[src/rtl/seq_alu.sv]
`default_nettype none
// ============================================================================
// Module   : seq_alu
// Purpose  : Multi-cycle ALU with valid/ready handshake. Define SEQ_ALU_MUL_EN
//            to enable the iterative shift-add multiply on opcode 1001.
// Revision : 1.0 - initial release
// ============================================================================
module seq_alu #(
   parameter int WIDTH = 8
) (
   input  logic             clk,
   input  logic             rst_n,
   input  logic             in_valid,
   output logic             in_ready,
   input  logic [3:0]       op,
   input  logic [WIDTH-1:0] a,
   input  logic [WIDTH-1:0] b,
   output logic             out_valid,
   input  logic             out_ready,
   output logic [WIDTH-1:0] result,
   output logic [WIDTH-1:0] result_hi,
   output logic             carry,
   output logic             zero,
   output logic             negative,
   output logic             overflow,
   output logic             err
);

   localparam int SHW = $clog2(WIDTH);
   localparam int CW  = SHW + 1;

   localparam logic [3:0] C_OP_ADD = 4'b0000;
   localparam logic [3:0] C_OP_SUB = 4'b0001;
   localparam logic [3:0] C_OP_AND = 4'b0010;
   localparam logic [3:0] C_OP_OR  = 4'b0011;
   localparam logic [3:0] C_OP_XOR = 4'b0100;
   localparam logic [3:0] C_OP_NOT = 4'b0101;
   localparam logic [3:0] C_OP_SHL = 4'b0110;
   localparam logic [3:0] C_OP_SHR = 4'b0111;
   localparam logic [3:0] C_OP_ASR = 4'b1000;
`ifdef SEQ_ALU_MUL_EN
   localparam logic [3:0] C_OP_MUL = 4'b1001;
`endif

   typedef enum logic [1:0] {
      IDLE = 2'd0,
      EXEC = 2'd1,
      DONE = 2'd2
   } state_t;

   state_t            r_state;
   state_t            w_next;

   logic [3:0]        r_op;
   logic [WIDTH-1:0]  r_a;
   logic [WIDTH-1:0]  r_b;
   logic              r_amt_zero;
   logic [CW-1:0]     r_cnt;
   logic [CW-1:0]     w_cnt_init;
   logic              w_last;
   logic              w_is_shift;

   logic [WIDTH:0]    w_sum;
   logic [WIDTH-1:0]  w_val;
   logic [WIDTH-1:0]  w_hi;
   logic              w_c;
   logic              w_v;
   logic              w_err;

`ifdef SEQ_ALU_MUL_EN
   logic [2*WIDTH-1:0] r_prod;
   logic [2*WIDTH-1:0] w_prod_nxt;
   logic [WIDTH:0]     w_madd;
`endif

   assign w_last     = (r_cnt == CW'(1));
   assign w_is_shift = (r_op == C_OP_SHL) || (r_op == C_OP_SHR) || (r_op == C_OP_ASR);

   always_ff @(posedge clk or negedge rst_n) begin
      if (!rst_n) r_state <= IDLE;
      else        r_state <= w_next;
   end

   always_comb begin
      w_next    = r_state;
      in_ready  = 1'b0;
      out_valid = 1'b0;
      case (r_state)
         IDLE: begin
            in_ready = 1'b1;
            if (in_valid) w_next = EXEC;
         end
         EXEC: if (w_last) w_next = DONE;
         DONE: begin
            out_valid = 1'b1;
            if (out_ready) w_next = IDLE;
         end
         default: w_next = IDLE;
      endcase
   end

   // Shift by zero still costs one cycle, so the count never starts at 0.
   always_comb begin
      w_cnt_init = CW'(1);
      if ((op == C_OP_SHL) || (op == C_OP_SHR) || (op == C_OP_ASR)) begin
         if (b[SHW-1:0] != '0) w_cnt_init = {1'b0, b[SHW-1:0]};
      end
`ifdef SEQ_ALU_MUL_EN
      else if (op == C_OP_MUL) begin
         w_cnt_init = CW'(WIDTH);
      end
`endif
   end

   always_comb begin
      w_sum = '0;
      w_val = r_a;
      w_hi  = '0;
      w_c   = 1'b0;
      w_v   = 1'b0;
      w_err = 1'b0;
`ifdef SEQ_ALU_MUL_EN
      w_madd     = '0;
      w_prod_nxt = r_prod;
`endif
      case (r_op)
         C_OP_ADD: begin
            w_sum = {1'b0, r_a} + {1'b0, r_b};
            w_val = w_sum[WIDTH-1:0];
            w_c   = w_sum[WIDTH];
            w_v   = (r_a[WIDTH-1] == r_b[WIDTH-1]) && (w_sum[WIDTH-1] != r_a[WIDTH-1]);
         end
         C_OP_SUB: begin
            w_sum = {1'b0, r_a} - {1'b0, r_b};
            w_val = w_sum[WIDTH-1:0];
            w_c   = w_sum[WIDTH];
            w_v   = (r_a[WIDTH-1] != r_b[WIDTH-1]) && (w_sum[WIDTH-1] != r_a[WIDTH-1]);
         end
         C_OP_AND: w_val = r_a & r_b;
         C_OP_OR:  w_val = r_a | r_b;
         C_OP_XOR: w_val = r_a ^ r_b;
         C_OP_NOT: w_val = ~r_a;
         C_OP_SHL: if (!r_amt_zero) begin
            w_val = {r_a[WIDTH-2:0], 1'b0};
            w_c   = r_a[WIDTH-1];
         end
         C_OP_SHR: if (!r_amt_zero) begin
            w_val = {1'b0, r_a[WIDTH-1:1]};
            w_c   = r_a[0];
         end
         C_OP_ASR: if (!r_amt_zero) begin
            w_val = {r_a[WIDTH-1], r_a[WIDTH-1:1]};
            w_c   = r_a[0];
         end
`ifdef SEQ_ALU_MUL_EN
         // Multiplier lives in the low half of r_prod and is consumed LSB first.
         C_OP_MUL: begin
            w_madd     = {1'b0, r_prod[2*WIDTH-1:WIDTH]} + (r_prod[0] ? {1'b0, r_a} : '0);
            w_prod_nxt = {w_madd, r_prod[WIDTH-1:1]};
            w_val      = w_prod_nxt[WIDTH-1:0];
            w_hi       = w_prod_nxt[2*WIDTH-1:WIDTH];
            w_c        = |w_hi;
         end
`endif
         default: begin
            w_val = '0;
            w_err = 1'b1;
         end
      endcase
   end

   always_ff @(posedge clk or negedge rst_n) begin
      if (!rst_n) begin
         r_op       <= '0;
         r_a        <= '0;
         r_b        <= '0;
         r_amt_zero <= 1'b0;
         r_cnt      <= '0;
`ifdef SEQ_ALU_MUL_EN
         r_prod     <= '0;
`endif
         result     <= '0;
         result_hi  <= '0;
         carry      <= 1'b0;
         zero       <= 1'b0;
         negative   <= 1'b0;
         overflow   <= 1'b0;
         err        <= 1'b0;
      end else begin
         case (r_state)
            IDLE: if (in_valid) begin
               r_op       <= op;
               r_a        <= a;
               r_b        <= b;
               r_amt_zero <= (b[SHW-1:0] == '0);
               r_cnt      <= w_cnt_init;
`ifdef SEQ_ALU_MUL_EN
               r_prod     <= {{WIDTH{1'b0}}, b};
`endif
            end
            EXEC: begin
               r_cnt <= r_cnt - CW'(1);
               if (w_is_shift) r_a <= w_val;
`ifdef SEQ_ALU_MUL_EN
               r_prod <= w_prod_nxt;
`endif
               if (w_last) begin
                  result    <= w_val;
                  result_hi <= w_hi;
                  carry     <= w_c;
                  zero      <= ({w_hi, w_val} == '0);
                  negative  <= w_val[WIDTH-1];
                  overflow  <= w_v;
                  err       <= w_err;
               end
            end
            DONE: if (out_ready) begin
               result    <= '0;
               result_hi <= '0;
               carry     <= 1'b0;
               zero      <= 1'b0;
               negative  <= 1'b0;
               overflow  <= 1'b0;
               err       <= 1'b0;
            end
            default: ;
         endcase
      end
   end

endmodule
`default_nettype wire

[config.mk]
export PLATFORM = sky130hd
export DESIGN_NAME = seq_alu
export DESIGN_NICKNAME = d
export VERILOG_FILES = /design/src/rtl/seq_alu.sv
export SDC_FILE = /design/constraint.sdc
export NUM_CORES = 1
export LEC_CHECK = 0
export CORE_UTILIZATION = 40
export CTS_CLUSTER_DIAMETER = 30
export DETAILED_ROUTE_END_ITERATION = 7
export GPL_ROUTABILITY_DRIVEN = 1
export MAX_ROUTING_LAYER = met4
export PLACE_DENSITY = 0.66
export SYNTH_ARGS = -nofsm -noshare
export SYNTH_HDL_FRONTEND = slang
export SYNTH_SLANG_ARGS = --single-unit
[constraint.sdc]
create_clock -name clk -period 2.8 [get_ports clk]
set_input_delay 0.56 -clock clk [delete_from_list [all_inputs] [get_ports clk]]
set_output_delay 0.56 -clock clk [all_outputs]
set_load 0.02 [all_outputs]
### After elaboration in Yosys (flattened, before gate mapping)

Cells that the tools add are included.

| word-level totals | value |
|---|---|
| bits in registers | 48 |
| input port bits | 24 |
| output and inout bits | 23 |
| word-level logic and storage cells | 100 |

| operators by class | value |
|---|---|
| add/subtract/negate cells | 3 |
| eq/ne operators | 22 |
| multiplexer cells | 38 |
| bitwise gates (word level) | 4 |
| reduce and logical (&&, ||, !) cells | 20 |

Operators by type and width:

| cell | count |
|---|---|
| 8-bit case mux with 9 select lines | 1 |
| 8-bit 2-to-1 mux | 7 |
| 8-bit case mux with 2 select lines | 3 |
| 4-bit by 3-bit == test with 1-bit output, second input constant | 6 |
| 16-bit logical NOT | 1 |
| 1-bit case mux with 2 select lines | 6 |
| 1-bit 2-to-1 mux | 11 |
| 8-bit by 8-bit adder with 9-bit output | 1 |
| 3-bit AND reduction | 3 |
| 9-bit OR reduction | 1 |
| 8-bit by 8-bit subtractor with 9-bit output | 1 |
| 8-bit AND | 1 |
| 4-bit by 1-bit == test with 1-bit output, second input constant | 2 |
| 4-bit by 2-bit == test with 1-bit output, second input constant | 2 |
| 4-bit == test, second input constant | 2 |
| 2-bit inequality test, second input constant | 4 |
| 8-bit inverter | 1 |
| 8-bit bitwise OR | 1 |
| 4-bit case mux with 2 select lines | 1 |
| 8-bit XOR | 1 |
| 7-bit 2-to-1 mux | 1 |
| 2-bit 2-to-1 mux | 3 |
| 3-bit 2-to-1 mux | 2 |
| 2-bit case mux with 3 select lines | 1 |
| other kinds (16) | 24 |

### Longest topological paths before layout

Gate-level depths: netlist of the first run.

| depth | value |
|---|---|
| depth after elaboration | 6 |
| gate-level depth with buffers | 10 |
| mapped depth without buffers | 10 |

### Least setup slack after synthesis of the first run

Ideal clock, no wire load.

| timing path | value |
|---|---|
| kind | register to register |
| start point | register r_a[1] |
| end point | register r_a[7] |
| library setup time | 0.133 ns |
| data arrival time | 2.320 ns |
| required time | 2.667 ns |
| setup slack | 0.347 ns |
| stages on the path, launching flop included | 10 |
| buffers on the path | 0 |
| period minus slack after synthesis | 2.453 ns |
| path through | dfrtp_1 -> inv_1 -> ha_1 -> o21ba_2 -> or4_1 -> and4_1 -> nor4_1 -> a22o_1 -> o21ai_1 -> a21boi_1 |

| between the ends | value |
|---|---|
| longest elaborated chain between the ends | 4 |
| elaborated cells on any way between the ends | 5 |
| classes of those cells | add/sub: 2; mux: 3 |

Ends and longest elaborated chain:

| item | line | source |
|---|---|---|
| start, declared | 55 | `logic [WIDTH-1:0] r_a;` |
| start signal, assigned | 203 | `if (w_is_shift) r_a <= w_val;` |
| 8-bit by 8-bit subtractor with 9-bit output / 8-bit by 8-bit adder with 9-bit output (equally long branches) | 134, 128 |  |
| 8-bit case mux with 9 select lines * | 126 | `case (r_op)` |
| 8-bit 2-to-1 mux * | 203 |  |
| 8-bit case mux with 2 select lines * | 190 | `case (r_state)` |

Every way passes the cells marked *; elsewhere a longest branch is shown, timed or not. The select of a mux whose other input is x is not followed.
A chain may end at the register's enable or synchronous reset.

### Worst setup path in the final report of the first run

| timing path | value |
|---|---|
| start point | register r_a[0] |
| end point | register r_a[6] |

Same word-level chain as after synthesis.

==> results.md, run 1 <==
| Item | Reported | Unit |
|:---|:---|:---|
| Run status | finished, final reports clean | - |
| Net count reported at finish | 483 | - |
| Number of buffers on the longest clock path | 2 | - |
| Layout overhead on the synthesized area | 19.9 | % |
| Clock Latency Late Sink | 0.29 | ns |
| Count of standard-cell rows | 32 | - |
| Area inside the core boundary | 7890 | um2 |
| Syn Std Cell Area | 3320 | um2 |
| Prevailing post-synth register cell | dfrtp_1 | - |
| Main area contributors after synthesis | dfrtp_1 (29%), ha_1 (9.8%), nand2_1 (5.5%) | - |
| I/O pins | 47 | - |
| Clock skew after layout | 0.00833 | ns |
| DRC | 0 | - |
| Area share of the largest cell type after synthesis | 29.4 | % |
| Share of flip-flops with an asynchronous set or reset | 100 | % |
| Max-slew violations | 0 | - |
| RD Place Congestion | 0.864 | - |
| Area enclosed by the die boundary | 8660 | um2 |
| Initial core utilization | 42.1 | % |
| Clock buffers created by TritonCTS | 5 | - |
| Setup slack after layout | 0.194 | ns |
| Buffers added on ports | 38 | - |
| Finished Core Util | 50.4 | % |
| Number of instances in the synthesized netlist | 389 | - |
| Clock slew at the register clock pins of the worst setup and hold paths | 0.08 | ns |
| Via Count | 3007 | - |
| N_diodes | 0 | - |
| Type of origin of the critical path | flip-flop | - |
| Layout cells sized above 1 | 11.6 | % |
| Seq. cell area | 976 | um2 |
| Overall power | 5.53 | mW |
| Vias in the first global route | 2961 | - |
| Tightest Pin Transition | 0.990 | ns |
| Arrival @ worst endpoint | 2.80 | ns |
| Kind of end point of the critical path | flip-flop | - |
| Half-perimeter wire length of the detailed placement result | 7050 | um |
| CTS Root Cell | clkbuf_8 | - |
| Peak VDD IR | 474 | uV |
| Hold violation count in the final report | 0 | - |
| Number of enable flip-flop cells after synthesis | 0 | - |
| DRT antenna net count | 0 | - |
| Power Density | 1390 | nW/um2 |
| Pin count of the biggest net entering global routing | 40 | - |
| Cell taking the most area after synthesis | dfrtp_1 | - |
| Clock tree from TritonCTS | built | - |
| Count of warnings emitted by yosys | 0 | - |
| Slew headroom | 33.8 | % |
| Remaining global-route overflow | 0 | - |
| Total Negative Setup Slacks | 0 | ns |
| Min-delay worst type | in -> async | - |
| Count of endpoints failing setup in the final report | 0 | - |
| Maximum achievable frequency | 384 | MHz |
| Max-Cap Viols | 0 | - |
| DIE HEIGHT | 93.1 | um |
| Largest fanout on the critical path | 3 | - |
| Kind of critical path | reg -> reg | - |
| Synthesized flop and latch total | 39 | - |
| 1st-iter DRT viols | 207 | - |
| Sinks on the clock net | 39 | - |
| Number of antenna violations at the first check in global routing | 0 | - |
| Post-synthesis area per instance | 8.53 | um2 |
| Leakage | 1.73 | nW |
| Depth of the CTS H-tree | 2 | - |
| Post-synth cell types | 64 | - |
| Unrepaired setup endpoints after global routing | true | - |
| Mean number of vias per cell | 5.63 | - |
| GRT Util Overall | 22.6 | % |
| Proportion of synthesized chip area in sequential cells | 29.4 | % |
| Average wire per standard cell | 16.9 | um |
| Multi-input logic area | 2080 | um2 |
| First-pass GRT wire length | 14800 | um |
| Fraction of the cycle the final worst path needs | 93.1 | % |
| Dpl ws | 0.113 | ns |
| Die width | 93.1 | um |
| Initial DRT Pass Iterations | 4 | - |
| Fin Hold WS | 0.383 | ns |
| Minimum clock period | 2.61 | ns |
| Number of filler cells placed in the layout | 752 | - |
| Required time of the critical path | 2.99 | ns |
| Drt total wl | 9030 | um |
==> area by class of cell <==
class                   instances  share of cell area, %
clock buffers                   6                   1.82
clock inverters                 2                   1.51
inverters                      28                   2.64
multi-input cells             296                   52.2
flip-flops and latches         39                   24.5
well taps                     102                   3.21
repair buffers                 61                   14.1
==> worst max-delay path: stages, from the launching register on <==
cell and delay [ns]:
dfrtp_1 0.37, inv_1 0.08, ha_1 0.22, fa_1 0.40, o21bai_1 0.17, a21oi_1 0.14, o31ai_1 0.24, buf_4 0.16
xnor2_1 0.06, a221oi_2 0.24, buf_4 0.17, a211oi_1 0.06, a21o_1 0.19
==> worst paths after layout <==
check	startpoint	end	slack, ns	cells after the start
setup / recovery	r_a[0]$_DFFE_PN0P_	r_a[6]$_DFFE_PN0P_	0.19	12
hold / removal	rst_n	result[7]$_DFFE_PN0P_	0.38	1
setup reg to reg	r_a[0]$_DFFE_PN0P_	r_a[6]$_DFFE_PN0P_	0.19	12
hold reg to reg	result[6]$_DFFE_PN0P_	result[6]$_DFFE_PN0P_	0.48	2
max in group asynchronous	rst_n	r_b[3]$_DFFE_PN0P_	1.85	1
min in group clk	result[6]$_DFFE_PN0P_	result[6]$_DFFE_PN0P_	0.48	2
==> flip-flops by register name, summed over array words and instances (netlist names) <==
signal and count:
r_b 8, r_a 8, r_amt_zero 1, result 8, carry 1, err 1, r_state 2, overflow 1
r_op 4, r_cnt 4, zero 1
==> what timing repair did <==
action,CTS,global route
endpoints found under the setup margin,0,2
hold buffers,0,0
setup buffers,0,0
gates resized for setup,0,2
==> power breakdown <==
group | internal [mW] | total, mW | switching (mW)
clock network | 0.356 | 0.566 | 0.209
registers | 0.823 | 1.10 | 0.273
logic | 1.65 | 3.87 | 2.22
==> routing by layer <==
layer	track usage, %	wire length, um	vias to the layer above
li1	-	-	1462
met1	28.9	4160	1469
met2	37.1	4440	61
met3	2.76	232	15
met4	7.44	197	0
met5	-	0	-
==> stage by stage <==
| step | std cells | cell area (um2) |
|---|---|---|
| global placement | 526 | 3830 |
| detailed placement | 526 | 3830 |
| global route | 534 | 3980 |
| CTS | 534 | 3970 |
| floorplan | 396 | 3340 |
| finish | 534 | 3980 |
==> synth_stat cells, drive strengths merged, types with 4 or more instances <==
cell type  count
nand3          5
a221o          4
nor2b          6
nand2         49
or4            4
nor2          27
a21oi         14
dfrtp         39
inv           28
a211oi        10
a32o           4
o21ai         29
nand2b         8
buf           22
clkbuf        11
a22o           4
nor3b          5
a21o           6
ha            26
a221oi         6
a31oi          6
nor4           5
xnor2          6
o211ai         7
o31ai          4
mux2i         11
==> logic make-up (layout without fill, tap and decap cells) <==
| group | count (synthesis) | after routing | share of synthesized area, % |
|---|---|---|---|
| fa+ha+maj | 28 | 28 | 11.0 |
| xor+xnor | 6 | 6 | 1.58 |
| flops | 39 | 39 | 29.4 |
| simple gates | 124 | 124 | 19.2 |
| mux | 13 | 13 | 4.00 |
| compound gates | 117 | 117 | 25.6 |
| buf+inv | 61 | 97 | 9.13 |
| other cells | 1 | 8 | 0.113 |
==> cell usage in the layout, fill, tap and decap left out, drive strengths merged, types with 3 or more instances in the layout <==
cell and instances:
o21ai 29, mux2i 11, nand3 5, a211oi 10, a22o 4, a22oi 3
conb 8, nor3b 5, xnor2 6, a32o 4, a21o 6, o221ai 3
a221o 4, ha 26, nor2b 6, or4 4, a221oi 6, o31ai 4
a21oi 14, o211ai 7, nor2 27, inv 28, buf 24, clkbuf 6
nand2 49, dfrtp 39, a311oi 3, nor4 5, and2 3, nand2b 8
a31oi 6, clkdlybuf4s50 37
No activity file was read; power rests on OpenSTA's default activity.
==> run 2, diff against run 1 <==
- CAP_MARGIN: not set -> 20
- MAX_ROUTING_LAYER: met4 -> not set
==> run 2 against run 1 <==
Die area stayed put; clock skew down 0.0014 ns; final cell count rose by 0.19%; via count decreased by 0.43%; utilization down 0.079 points; first-iteration DRC count decreased by 0.97%; flip-flop and latch count did not move; combinational power is 2% lower; non-clock buffer count grew 1; critical path type unchanged; largest cell class unchanged; highest routed layer unchanged.
==> results.md, run 2 (synthesized netlist as in run 1, its figures left out) <==
| Item | Reported | Unit | Change |
|:---|:---|:---|:---|
| Run status | finished, final reports clean | - | unchanged |
| Die width | 93.1 | um | unchanged |
| Kind of end point of the critical path | flip-flop | - | unchanged |
| Clock buffers created by TritonCTS | 5 | - | unchanged |
| I/O pins | 47 | - | unchanged |
| Average wire per standard cell | 16.9 | um | about the same |
| Half-perimeter wire length of the detailed placement result | 7020 | um | was 7050 um |
| Clock power frac | 10.4 | % | was 10.2% |
| GRT Util Overall | 22.0 | % | was 22.6% |
| Initial DRT Pass Iterations | 4 | - | unchanged |
| Dpl ws | 0.0848 | ns | was 0.113 ns |
| Slew headroom | 36.2 | % | was 33.8% |
| Type of origin of the critical path | flip-flop | - | unchanged |
| CTS Root Cell | clkbuf_8 | - | unchanged |
| Min-delay worst type | in -> async | - | unchanged |
| Max-Cap Viols | 0 | - | unchanged |
| Setup slack after layout | 0.137 | ns | was 0.194 ns |
| Vias in the first global route | 2905 | - | was 2961 |
| Max-slew violations | 0 | - | unchanged |
| Number of antenna violations at the first check in global routing | 0 | - | unchanged |
| Clock slew at the register clock pins of the worst setup and hold paths | 0.09 | ns | was 0.08 ns |
| Peak VDD IR | 572 | uV | was 474 uV |
| Commonest cells after routing, fill and taps aside | nand2_1 (49), dfrtp_1 (39), clkdlybuf4s50_1 (37) | - | unchanged |
| Hold buffers post-CTS | 0 | - | unchanged |
| Remaining global-route overflow | 0 | - | unchanged |
| Leakage | 1.73 | nW | about the same |
| Hold violation count in the final report | 0 | - | unchanged |
| Area inside the core boundary | 7890 | um2 | unchanged |
| N_diodes | 0 | - | unchanged |
| Most common cell after layout, fill and taps aside | nand2_1 | - | unchanged |
| Top Registers | r_a: 8 flops, r_b: 8 flops, result: 8 flops | - | unchanged |
| Number of buffers on the longest clock path | 2 | - | unchanged |
| Required time of the critical path | 3.03 | ns | was 2.99 ns |
| Fraction of the cycle the final worst path needs | 95.1 | % | was 93.1% |
| Arrival @ worst endpoint | 2.90 | ns | was 2.80 ns |
| Net Switching | 2.70 | mW | about the same |
| DRT antenna net count | 0 | - | unchanged |
| DRC | 0 | - | unchanged |
| Power Density | 1380 | nW/um2 | was 1390 nW/um2 |
| Mean number of vias per cell | 5.60 | - | was 5.63 |
| Initial core utilization | 42.1 | % | unchanged |
| Kind of critical path | reg -> reg | - | unchanged |
| Reg power frac | 20.3 | % | was 19.8% |
| Buffers added on ports | 38 | - | unchanged |
| Pin count of the biggest net entering global routing | 40 | - | unchanged |
| First-pass GRT wire length | 14800 | um | about the same |
| Drt total wl | 9030 | um | about the same |
| Net count reported at finish | 484 | - | was 483 |
| Area enclosed by the die boundary | 8660 | um2 | unchanged |
| DIE HEIGHT | 93.1 | um | unchanged |
| 1st-iter DRT viols | 205 | - | was 207 |
| Layout overhead on the synthesized area | 19.7 | % | was 19.9% |
| Share of total power consumed by net switching | 49.1 | % | was 48.9% |
| Via Count | 2994 | - | was 3007 |
| Largest fanout on the critical path | 3 | - | unchanged |
| Cell-internal power | 2.79 | mW | was 2.83 mW |
| Clock skew after layout | 0.00693 | ns | was 0.00833 ns |
| Maximum achievable frequency | 376 | MHz | was 384 MHz |
| Minimum clock period | 2.66 | ns | was 2.61 ns |
| Layout cells sized above 1 | 11.8 | % | was 11.6% |
| Depth of the CTS H-tree | 2 | - | unchanged |
| RD Place Congestion | 0.905 | - | was 0.864 |
| Unrepaired setup endpoints after global routing | false | - | was true |
| Gate power share | 69.3 | % | was 70.0% |
| Total Negative Setup Slacks | 0 | ns | unchanged |
| Count of endpoints failing setup in the final report | 0 | - | unchanged |
| Tightest Pin Transition | 0.954 | ns | was 0.990 ns |
| Clock tree from TritonCTS | built | - | unchanged |
| Sinks on the clock net | 39 | - | unchanged |
| Count of standard-cell rows | 32 | - | unchanged |
| Clock Latency Late Sink | 0.30 | ns | was 0.29 ns |
## run 2: changes by cell type in the layout (fill, tap and decap cells not counted)
cell and delta:
a221oi_1 +1, a221oi_2 -1, buf_12 -1, buf_4 +2
o31ai_1 -1, o31ai_2 +1
## run 2: area by class of cell
class                   count  area, um2
clock buffers               6       72.6
clock inverters             2       60.1
well taps                 102        128
inverters                  28        105
fillers                   747       3920
multi-input cells         296       2070
flip-flops and latches     39        976
repair buffers             62        556
## run 2: through the flow
| step | cell area (um2) | util, % | power, mW | hold slack [ns] | std cells |
|---|---|---|---|---|---|
| 6_report | 3970 | 50.3 | 5.49 | 0.383 | 535 |
| 5_1_grt | 3970 | 50.3 | 5.95 | 0.462 | 535 |
| 4_1_cts | 3960 | 50.2 | 5.45 | 0.407 | 535 |
| 3_5_place_dp | 3830 | 48.5 | 4.86 | 0.473 | 527 |
| 3_3_place_gp | 3830 | 48.5 | 4.82 | 0.471 | 527 |
| 2_1_floorplan | 3340 | - | 3.74 | 0.264 | 396 |
## run 2: final timing paths
check	depth (start not counted)	startpoint	slack, ns	endpoint
setup / recovery	10	r_a[0]$_DFFE_PN0P_	0.14	zero$_DFFE_PN0P_
hold / removal	1	rst_n	0.38	r_a[7]$_DFFE_PN0P_
setup reg to reg	10	r_a[0]$_DFFE_PN0P_	0.14	zero$_DFFE_PN0P_
hold reg to reg	2	result[1]$_DFFE_PN0P_	0.49	result[1]$_DFFE_PN0P_
max in group asynchronous	1	rst_n	1.87	r_a[1]$_DFFE_PN0P_
min in group clk	2	result[1]$_DFFE_PN0P_	0.49	result[1]$_DFFE_PN0P_
## run 2: power groups by stage
| stage | clock (mW) | combinational (mW) | sequential (mW) |
|---|---|---|---|
| after floorplan | 0 | 2.62 | 1.12 |
| after global placement | 0 | 3.71 | 1.11 |
| after CTS | 0.586 | 3.75 | 1.12 |
| after global routing | 0.608 | 4.18 | 1.16 |
| final | 0.569 | 3.80 | 1.12 |
| after detailed placement | 0 | 3.73 | 1.12 |
## run 2: worst max-delay path, cell delays in order, from the launching register on
cell	delay (ns)
dfrtp_1	0.39
inv_1	0.09
ha_1	0.23
fa_1	0.41
o21bai_1	0.14
a21oi_1	0.13
a221o_1	0.38
a211oi_2	0.33
nand3_1	0.14
nor4_2	0.17
a32o_1	0.19
## run 2: routing by layer
layer	share of wire (%)	routed length [um]	global-route usage, %	vias up
met1	45	4080	29.1	1422
met4	3.3	299	9.87	0
met2	47	4240	35.7	83
met3	4.5	409	3.17	19
met5	0	0	0	-
li1	-	-	-	1470
## run 2: what timing repair did
item,4_1_cts,5_1_grt
setup buffers,0,0
endpoints found under the setup margin,0,3
resized for setup,0,2
==> run 3, diff against run 2 <==
- CORE_MARGIN: not set -> 5
==> run 3 against run 2 <==
Clock power decreased by 11%; clock-buffer cell count down 1; final cell count grew 1.7%; register-to-register slack worse by 0.02 ns; sequential power barely moved; fmax is 0.58% lower; final area rose by 1.4%; die area increased by 18%; flip-flop and latch count did not move; wire length is 6.7% higher; largest cell class unchanged; highest routed layer unchanged.
==> results.md, run 3 (synthesized netlist as in run 1, its figures left out) <==
| Item | Reported | Unit | Change |
|:---|:---|:---|:---|
| Fin Hold WS | 0.369 | ns | was 0.383 ns |
| Vias in the first global route | 3111 | - | was 2905 |
| Type of origin of the critical path | flip-flop | - | unchanged |
| Buffers added on ports | 38 | - | unchanged |
| Tightest Pin Transition | 1.06 | ns | was 0.954 ns |
| Minimum clock period | 2.68 | ns | was 2.66 ns |
| Total Negative Setup Slacks | 0 | ns | unchanged |
| CTS Root Cell | clkbuf_8 | - | unchanged |
| Clock Latency Late Sink | 0.31 | ns | was 0.30 ns |
| Hold violation count in the final report | 0 | - | unchanged |
| First-pass GRT wire length | 15800 | um | was 14800 um |
| Layout overhead on the synthesized area | 21.4 | % | was 19.7% |
| Most common cell after layout, fill and taps aside | nand2_1 | - | unchanged |
| Count of standard-cell rows | 33 | - | was 32 |
| DRC | 0 | - | unchanged |
| Required time of the critical path | 3.00 | ns | was 3.03 ns |
| Power Density | 1400 | nW/um2 | was 1380 nW/um2 |
| Top Registers | r_a: 8 flops, r_b: 8 flops, result: 8 flops | - | unchanged |
| Drt total wl | 9640 | um | was 9030 um |
| DRT antenna net count | 0 | - | unchanged |
| Number of buffers on the longest clock path | 2 | - | unchanged |
| Arrival @ worst endpoint | 2.87 | ns | was 2.90 ns |
| Hold buffers post-CTS | 0 | - | unchanged |
| Peak VDD IR | 492 | uV | was 572 uV |
| Pin count of the biggest net entering global routing | 40 | - | unchanged |
| Count of endpoints failing setup in the final report | 0 | - | unchanged |
| Layout cells sized above 1 | 14.4 | % | was 11.8% |
| Setup slack, reg-to-reg | 0.12 | ns | was 0.14 ns |
| Leakage | 1.76 | nW | was 1.73 nW |
| Clock skew after layout | 0.0102 | ns | was 0.00693 ns |
| Register-to-Register Path Depth | 10 | - | unchanged |
| Run status | finished, final reports clean | - | unchanged |
| Sinks on the clock net | 39 | - | unchanged |
| Initial DRT Pass Iterations | 4 | - | unchanged |
| Depth of the CTS H-tree | 2 | - | unchanged |
| Kind of critical path | reg -> reg | - | unchanged |
| Area inside the core boundary | 8130 | um2 | was 7890 um2 |
| N_diodes | 0 | - | unchanged |
| Max-Cap Viols | 0 | - | unchanged |
| Net count reported at finish | 490 | - | was 484 |
| Clock slew at the register clock pins of the worst setup and hold paths | 0.10 | ns | was 0.09 ns |
| Maximum achievable frequency | 373 | MHz | was 376 MHz |
| Mean number of vias per cell | 5.74 | - | was 5.60 |
| I/O pins | 47 | - | unchanged |
| Kind of end point of the critical path | flip-flop | - | unchanged |
| 1st-iter DRT viols | 190 | - | was 205 |
| Clock tree from TritonCTS | built | - | unchanged |
| RD Place Congestion | 0.907 | - | was 0.905 |
| Half-perimeter wire length of the detailed placement result | 7410 | um | was 7020 um |
| Initial core utilization | 40.8 | % | was 42.1% |
| GRT Util Overall | 19.6 | % | was 22.0% |
| Largest fanout on the critical path | 3 | - | unchanged |
| Endpoint of the lowest-slack register-to-register path | r_a[6]$_DFFE_PN0P_ | - | was zero$_DFFE_PN0P_ |
| Via Count | 3121 | - | was 2994 |
| Number of antenna violations at the first check in global routing | 0 | - | unchanged |
| DIE HEIGHT | 101 | um | was 93.1 um |
| Fraction of the cycle the final worst path needs | 95.7 | % | was 95.1% |
| Unrepaired setup endpoints after global routing | false | - | unchanged |
| Area enclosed by the die boundary | 10200 | um2 | was 8660 um2 |
| Slew headroom | 29.1 | % | was 36.2% |
| Remaining global-route overflow | 0 | - | unchanged |
| Commonest cells after routing, fill and taps aside | nand2_1 (49), dfrtp_1 (38), clkdlybuf4s50_1 (37) | - | was nand2_1 (49), dfrtp_1 (39), clkdlybuf4s50_1 (37) |
| Average wire per standard cell | 17.7 | um | was 16.9 um |
| Min-delay worst type | in -> async | - | unchanged |
| Die width | 101 | um | was 93.1 um |
| Launch point of the worst reg-to-reg path | r_a[0]$_DFFE_PN0P_ | - | unchanged |
| Clock buffers created by TritonCTS | 5 | - | unchanged |
| Max-slew violations | 0 | - | unchanged |
run 3: changes by cell type in the layout (fill, tap and decap cells not counted), sizes merged:
cell	delta
buf	+6
bufinv	-1
clkbuf	-1
clkinv	+2
run 3: timing repair:
item                                    4_1_cts  5_1_grt
endpoints found under the hold margin         0        0
buffers inserted                              0        2
endpoints found under the setup margin        0        6
resized for setup                             0        8
run 3: per-stage QoR:
step | cell area (um2) | utilization, % | instances | setup WS (ns) | total power, mW
final | 4030 | 49.5 | 544 | 0.122 | 5.62
after global placement | 3860 | 47.5 | 534 | 0.0872 | 4.93
after detailed placement | 3860 | 47.5 | 534 | 0.106 | 4.94
after CTS | 3980 | 48.9 | 542 | 0.0707 | 5.46
after floorplan | 3340 | - | 396 | 0.347 | 3.74
after global routing | 4030 | 49.5 | 544 | 0.0295 | 6.08
run 3: power by group:
group / switching, mW / internal [mW] / leakage, nW
clock: 0.238 / 0.266 / 0.0581
sequential: 0.268 / 0.824 / 0.491
combinational: 2.29 / 1.73 / 1.21
run 3: area by class of cell:
cell class	count	area, um2
Tap cell	105	131
Inverter	28	105
Multi-Input combinational cell	296	2100
Fill cell	777	4110
Timing Repair Buffer	68	601
Clock buffer	5	68.8
Sequential cell	39	977
Clock inverter	3	43.8
run 3: worst max-delay path by stage:
stage / endpoint / cells past startpoint / startpoint
global placement: zero$_DFFE_PN0P_ / 11 / r_a[0]$_DFFE_PN0P_
CTS: zero$_DFFE_PN0P_ / 11 / r_a[0]$_DFFE_PN0P_
finish: r_a[6]$_DFFE_PN0P_ / 10 / r_a[0]$_DFFE_PN0P_
floorplan: r_a[7]$_DFFE_PN0P_ / 9 / r_a[1]$_DFFE_PN0P_
detailed placement: zero$_DFFE_PN0P_ / 11 / r_a[0]$_DFFE_PN0P_
global route: zero$_DFFE_PN0P_ / 11 / r_a[0]$_DFFE_PN0P_
run 3: layer usage:
| metal | vias up | track usage (%) | wire length, um |
|---|---|---|---|
| li1 | 1476 | - | - |
| met5 | - | 0 | 0 |
| met3 | 20 | 2.63 | 334 |
| met4 | 0 | 6.44 | 239 |
| met2 | 76 | 32.8 | 4670 |
| met1 | 1549 | 26.1 | 4400 |
run 3: worst max-delay path, cell delays in order, from the launching register on:
cell and delay, ns:
dfrtp_1 0.40, buf_4 0.14, ha_1 0.24, fa_1 0.42, a31o_1 0.24, a31o_2 0.29
xnor2_1 0.14, a221oi_2 0.26, buf_4 0.16, a211oi_1 0.06, a21o_1 0.20
